===== config.mk =====
export PLATFORM = sky130hd
export DESIGN_NAME = maxpool_stream_flat
export DESIGN_NICKNAME = d
export VERILOG_FILES = /design/src/rtl/maxpool_stream_if.sv /design/src/rtl/maxpool_stream.sv /design/src/flat_wrapper.sv
export SDC_FILE = /design/constraint.sdc
export NUM_CORES = 1
export LEC_CHECK = 0
export CAP_MARGIN = 25
export CORE_MARGIN = 4
export CORE_UTILIZATION = 40
export CTS_CLUSTER_DIAMETER = 30
export CTS_CLUSTER_SIZE = 28
export DETAILED_ROUTE_END_ITERATION = 12
export GPL_TIMING_DRIVEN = 0
export PLACE_DENSITY_LB_ADDON = 0.15
export SLEW_MARGIN = 20
export SYNTH_ARGS = -nofsm -noshare
export SYNTH_HDL_FRONTEND = slang
export SYNTH_SLANG_ARGS = --single-unit

===== constraint.sdc =====
create_clock -name clk -period 10.8 [get_ports clk]
set_input_delay 2.16 -clock clk [delete_from_list [all_inputs] [get_ports clk]]
set_output_delay 2.16 -clock clk [all_outputs]
set_load 0.02 [all_outputs]

===== src/rtl/maxpool_stream_if.sv =====
// Valid/ready stream bundle for the pooling engine: pixel input side and
// pooled-result output side. The engine uses the slave view; the producer
// and consumer around it use the master view.
interface maxpool_stream_if #(
   parameter int DATA_W = 16
);
   logic              in_valid;
   logic              in_ready;
   logic [DATA_W-1:0] in_data;
   logic              out_valid;
   logic              out_ready;
   logic [DATA_W-1:0] out_data;
   logic              out_last;

   modport slave (
      input  in_valid, in_data, out_ready,
      output in_ready, out_valid, out_data, out_last
   );

   modport master (
      output in_valid, in_data, out_ready,
      input  in_ready, out_valid, out_data, out_last
   );
endinterface


===== src/rtl/maxpool_stream.sv =====
// Streaming POOLxPOOL max/average pooling over a raster-ordered feature map.
// One row of partial window results is kept; a pooled value is emitted on the
// cycle after the last pixel of each window is accepted.
module maxpool_stream #(
   parameter int DATA_W = 16,
   parameter int IMG_W  = 28,
   parameter int IMG_H  = 28,
   parameter int POOL   = 2,
   parameter int SIGNED = 1
) (
   input  logic                 clk,
   input  logic                 rst,
   input  logic                 flush,
   input  logic                 mode,
   maxpool_stream_if.slave      bus
);
   localparam int LOG2P = $clog2(POOL);
   localparam int SH    = 2 * LOG2P;
   localparam int ACC_W = DATA_W + SH;
   localparam int NG    = IMG_W / POOL;
   localparam int COL_W = $clog2(IMG_W);
   localparam int ROW_W = $clog2(IMG_H);
   localparam int G_W   = (NG > 1) ? $clog2(NG) : 1;

   generate
      if ((IMG_W % POOL) != 0) begin : g_bad_img_w
         $error("maxpool_stream: IMG_W must be a multiple of POOL");
      end
      if ((IMG_H % POOL) != 0) begin : g_bad_img_h
         $error("maxpool_stream: IMG_H must be a multiple of POOL");
      end
      if (POOL < 2 || POOL > 8 || (POOL & (POOL - 1)) != 0) begin : g_bad_pool
         $error("maxpool_stream: POOL must be a power of two in 2..8");
      end
   endgenerate

   logic [COL_W-1:0]  r_col;
   logic [ROW_W-1:0]  r_row;
   logic              r_mode;
   logic              r_out_valid;
   logic [DATA_W-1:0] r_out_data;
   logic              r_out_last;
   logic [ACC_W-1:0]  r_buf [NG];

   logic                    w_in_ready;
   logic                    w_accept;
   logic [G_W-1:0]          w_g;
   logic                    w_win_first;
   logic                    w_win_last;
   logic                    w_col_end;
   logic                    w_row_end;
   logic [ACC_W-1:0]        w_px;
   logic [ACC_W-1:0]        w_acc;
   logic signed [ACC_W-1:0] w_px_s;
   logic signed [ACC_W-1:0] w_acc_s;
   logic                    w_px_gt;
   logic [ACC_W-1:0]        w_max;
   logic [ACC_W-1:0]        w_sum;
   logic signed [ACC_W-1:0] w_sum_s;
   logic signed [ACC_W-1:0] w_avg_sr;
   logic [ACC_W-1:0]        w_avg;
   logic [ACC_W-1:0]        w_comb;
   logic [ACC_W-1:0]        w_res;
   logic                    w_unused;

   // Handshake: the only stall is a pending result that is not being taken.
   assign w_in_ready = !r_out_valid || bus.out_ready;
   assign w_accept   = bus.in_valid && w_in_ready && !flush;

   // Window coordinates of the pixel currently on the input.
   assign w_g         = G_W'(r_col >> LOG2P);
   assign w_win_first = (r_col[LOG2P-1:0] == '0) && (r_row[LOG2P-1:0] == '0);
   assign w_win_last  = (r_col[LOG2P-1:0] == '1) && (r_row[LOG2P-1:0] == '1);
   assign w_col_end   = (r_col == COL_W'(IMG_W - 1));
   assign w_row_end   = (r_row == ROW_W'(IMG_H - 1));

   // Extend the pixel to accumulator width so sums of POOL*POOL pixels cannot overflow.
   assign w_px    = {{SH{(SIGNED != 0) && bus.in_data[DATA_W-1]}}, bus.in_data};
   assign w_acc   = r_buf[w_g];
   assign w_px_s  = w_px;
   assign w_acc_s = w_acc;
   assign w_px_gt = (SIGNED != 0) ? (w_px_s > w_acc_s) : (w_px > w_acc);
   assign w_max   = w_px_gt ? w_px : w_acc;
   assign w_sum   = w_acc + w_px;

   // Average divides by POOL*POOL with a shift; signed sums floor toward minus infinity.
   assign w_sum_s  = w_sum;
   assign w_avg_sr = w_sum_s >>> SH;
   assign w_avg    = (SIGNED != 0) ? w_avg_sr : (w_sum >> SH);

   assign w_comb   = r_mode ? w_sum : w_max;
   assign w_res    = r_mode ? w_avg : w_max;
   assign w_unused = &{1'b0, w_res[ACC_W-1:DATA_W]};

   // Raster counters, per-frame mode latch and the output result register.
   always_ff @(posedge clk or posedge rst) begin
      if (rst) begin
         r_col       <= '0;
         r_row       <= '0;
         r_mode      <= 1'b0;
         r_out_valid <= 1'b0;
         r_out_data  <= '0;
         r_out_last  <= 1'b0;
      end else if (flush) begin
         r_col       <= '0;
         r_row       <= '0;
         r_out_valid <= 1'b0;
      end else begin
         if (w_accept) begin
            if (r_col == '0 && r_row == '0) begin
               r_mode <= mode;
            end
            if (w_col_end) begin
               r_col <= '0;
               r_row <= w_row_end ? '0 : r_row + 1'b1;
            end else begin
               r_col <= r_col + 1'b1;
            end
         end
         if (w_accept && w_win_last) begin
            r_out_valid <= 1'b1;
            r_out_data  <= w_res[DATA_W-1:0];
            r_out_last  <= w_col_end && w_row_end;
         end else if (bus.out_ready) begin
            r_out_valid <= 1'b0;
         end
      end
   end

   // Row buffer of partial window results; the last window pixel bypasses it.
   always_ff @(posedge clk) begin
      if (w_accept && !w_win_last) begin
         r_buf[w_g] <= w_win_first ? w_px : w_comb;
      end
   end

   assign bus.in_ready  = w_in_ready;
   assign bus.out_valid = r_out_valid;
   assign bus.out_data  = r_out_data;
   assign bus.out_last  = r_out_last;
endmodule


===== src/flat_wrapper.sv =====
// flat-port wrapper written by rule: the top's interface ports become plain ports
module maxpool_stream_flat 
#(
   parameter int DATA_W = 16,
   parameter int IMG_W  = 28,
   parameter int IMG_H  = 28,
   parameter int POOL   = 2,
   parameter int SIGNED = 1
)
  (clk, rst, flush, mode, bus_in_valid, bus_in_data, bus_out_ready, bus_in_ready, bus_out_valid, bus_out_data, bus_out_last);
  maxpool_stream_if #(.DATA_W(DATA_W)) bus_i ();
  input  logic clk;
  input  logic rst;
  input  logic flush;
  input  logic mode;
  input wire logic [$bits(bus_i.in_valid)-1:0] bus_in_valid;
  input wire logic [$bits(bus_i.in_data)-1:0] bus_in_data;
  input wire logic [$bits(bus_i.out_ready)-1:0] bus_out_ready;
  output wire logic [$bits(bus_i.in_ready)-1:0] bus_in_ready;
  output wire logic [$bits(bus_i.out_valid)-1:0] bus_out_valid;
  output wire logic [$bits(bus_i.out_data)-1:0] bus_out_data;
  output wire logic [$bits(bus_i.out_last)-1:0] bus_out_last;
  assign bus_i.in_valid = bus_in_valid;
  assign bus_i.in_data = bus_in_data;
  assign bus_i.out_ready = bus_out_ready;
  assign bus_in_ready = bus_i.in_ready;
  assign bus_out_valid = bus_i.out_valid;
  assign bus_out_data = bus_i.out_data;
  assign bus_out_last = bus_i.out_last;
  maxpool_stream #(.DATA_W(DATA_W), .IMG_W(IMG_W), .IMG_H(IMG_H), .POOL(POOL), .SIGNED(SIGNED)) u_core (.clk(clk), .rst(rst), .flush(flush), .mode(mode), .bus(bus_i));
endmodule

==> metrics.cfg <==
[worst_setup_path]
critical_path_class=reg -> reg
required_ns=10.99
reg2regPathDepth=17
regToRegEndpoint=u_core.r_buf[3][14]$_DFFE_PP_
path_max_fanout=14
critPathLaunchType=flop
crit_end=u_core.r_buf[3][14]$_DFFE_PP_
crit_chain=clkbuf_1 -> buf_1 -> mux4_2 -> nor2_1 -> a21oi_1 -> a21oi_1 -> inv_1 -> ha_1 -> inv_1 -> fa_1 -> nor2_1 -> o311ai_2 -> a211oi_2 -> a2111oi_2 -> or4_1 -> o311ai_0 -> a22oi_1
cp_slowest_cell=a22oi_1
regToRegStartpoint=u_core.r_col[2]$_DFFE_PP0P_
startpoint=u_core.r_col[2]$_DFFE_PP0P_
cp.arrival_ns=5.86
cp_slowest_stage_delay_ns=0.89
r2r_slack_ns=5.13
cp-end-kind=flop

[timing]
slew_violations=0
final_hold_viol_count=0
max_freq_ghz=0.176
finalSetupViolCount=0
fin_crit_sh_pct=52.5
relSlewSlack_pct=28.1
rsz0062_at_grt=false
worst_pin_slew_ns=1.08
fin_crit_ns=5.67
whs_ns=0.478
finalSetupTns_ns=0
skew_ns=0.0220

[logic_synthesis]
syn_nets=971
synth_cell_types=85
synth_flop_cell=edfxtp_1
synth_area_leaders=edfxtp_1 57%, mux4_2 9.2%, dfrtp_1 5.5%
async_flop_share_pct=10.3
synth_area_um2=13300
synth_top_area_share_pct=57.0
synth_seq_area_share_pct=62.4
synth-seq-cells=281
syn_inst=909
synth_top_cell_by_area=edfxtp_1
synth_edf_count=252
syn_area_per_cell_um2=14.6
ys_warn_count=0

[pwr]
leakage_nw=5.70
p_per_area_nw_per_um2=199
irDropWorstVdd_uv=98.8

[worst_hold_path]
hp-class=reg -> reg

[place]
io_buffers=40
place_hpwl_um=25200
routabilityCongestion=0.879
dpl_cell_area_um2=14700

[cells_and_area]
fin_nets=1087
drive_gt1_share_pct=23.7
most-common-layout-cells=252 x edfxtp_1, 74 x nand2_1, 54 x mux4_2, 53 x clkbuf_16, 46 x nor2_1
finalInstanceArea_um2=16400
nFillCells=2728
area_growth_syn_to_layout_pct=23.8
num_antenna_cells=0
layout_commonest_cell=edfxtp_1

[route]
wire_per_inst_um=24.5
wl_um=37100
firstDrtPassIters=5
remaining_drc_errors=0
postRouteAntennaNets=0
routed_via_density=5.66
drt_first_iter_violations=838
dr_total_vias=8540

[global_routing]
grt_pass1_wl_um=55000
grt.total_usage_pct=20.4
grt_antenna_before_repair=0
overflow=0
grt_max_degree=30
grt_pass1_vias=8448

[clock_tree]
cts_buffers=52
post_cts_resized=0
clock-sinks=281
cts_buffer_depth=3
htree_levels=2
clk_pin_slew_ns=0.04
tritoncts=built
hold_buffers=0
clk_latency_ns=0.55
postCtsSetupRepairBufs=0
root_buffer=clkbuf_16

[floorplanning]
ioPinCount=41
die-area_um2=36200
die_w_um=190
start_util_pct=40.7
die_h_um=190
core-area_um2=32600
rows=66

[run]
max_cap_viol_count=0

[outcome]
status=finished, final reports clean

-- cells in the mapped netlist, drive strengths merged, types with 4 or more instances --
cell and count:
edfxtp 252, nand2 74, nor2 61, mux4 54
a21oi 47, inv 40, ha 39, dfrtp 29
mux2i 28, buf 27, o21ai 27, clkbuf 22
nand3 17, nor3 15, nand4 12, nand2b 10
o22ai 10, a31oi 8, mux2 8, o211ai 8
xnor2 8, nor2b 7, o21a 7, o31ai 7
xor2 7, a211oi 6, and2 6, a2111oi 5
a221oi 5, nor3b 5, a221o 4, a22oi 4
a31o 4, or3 4
-- worst max-delay path: cells and delay by family (launching register included) --
kind            cells  cell delay (ns)
compound gates      7             2.57
buf+inv             4             1.15
mux                 1             0.42
fa+ha+maj           2             0.41
simple gates        3             0.39
flops               1             0.33
-- per-stage QoR --
step	setup slack [ns]	utilization, %	instances	power, mW
6_report	5.13	50.4	1510	3.28
4_1_cts	4.68	50.3	1506	3.29
3_3_place_gp	4.13	43.7	1391	1.71
5_1_grt	4.78	50.4	1510	3.39
3_5_place_dp	4.56	45.0	1409	1.73
2_1_floorplan	6.01	-	909	1.56
-- worst min path at each step --
stage / cells past startpoint / slack, ns / end / startpoint
2_1_floorplan: 1 / 0.51 / u_core.r_row[3]$_DFFE_PP0P_ / u_core.r_row[3]$_DFFE_PP0P_
3_3_place_gp: 2 / 0.47 / u_core.bus.out_data[7]$_DFFE_PP0P_ / u_core.bus.out_data[7]$_DFFE_PP0P_
3_5_place_dp: 2 / 0.47 / u_core.bus.out_last$_DFFE_PP0P_ / u_core.bus.out_last$_DFFE_PP0P_
4_1_cts: 2 / 0.48 / u_core.bus.out_last$_DFFE_PP0P_ / u_core.bus.out_last$_DFFE_PP0P_
5_1_grt: 2 / 0.52 / u_core.bus.out_last$_DFFE_PP0P_ / u_core.bus.out_last$_DFFE_PP0P_
6_report: 2 / 0.48 / u_core.bus.out_last$_DFFE_PP0P_ / u_core.bus.out_last$_DFFE_PP0P_
-- routing by layer --
metal	share of wire, %	GRT usage [%]
met5	0	0
met4	3.2	6.66
met3	5.3	2.91
met2	47	33.4
met1	44	28.3
-- flip-flops by register name, indices dropped and copies added (netlist names) --
name / count
u_core.r_buf: 252
u_core.bus.out_data: 16
u_core.r_col: 5
u_core.r_row: 5
u_core.bus.out_last: 1
u_core.bus.out_valid: 1
u_core.r_mode: 1
-- report_power, final --
group / switching, mW / internal (mW)
sequential: 0.00556 / 1.25
combinational: 0.295 / 0.161
clock: 0.558 / 1.00
total: 0.859 / 2.42
-- layout make-up --
cell class / count / area (µm²) / share of cell area, %
plain buffers: 49 / 288 / 1.75
clock inverters: 38 / 393 / 2.39
inverters: 41 / 154 / 0.936
clock buffers: 59 / 1350 / 8.20
flip-flops and latches: 281 / 8290 / 50.4
multi-input cells: 538 / 4680 / 28.5
well taps: 442 / 553 / 3.36
repair buffers: 62 / 732 / 4.45
-- cells by family (layout without fill, tap and decap cells) --
group | Yosys count | after routing | share of synthesized area [%]
flip-flops | 281 | 281 | 62.4
AND/OR/NAND/NOR | 224 | 224 | 8.32
AO/OA/AOI/OAI | 169 | 169 | 9.18
multiplexers | 90 | 90 | 11.9
buffers and inverters | 90 | 249 | 3.32
adder cells (fa/ha/maj) | 40 | 40 | 3.82
XOR/XNOR | 15 | 15 | 0.989
Note: power is estimated with default switching activity, not from simulation.
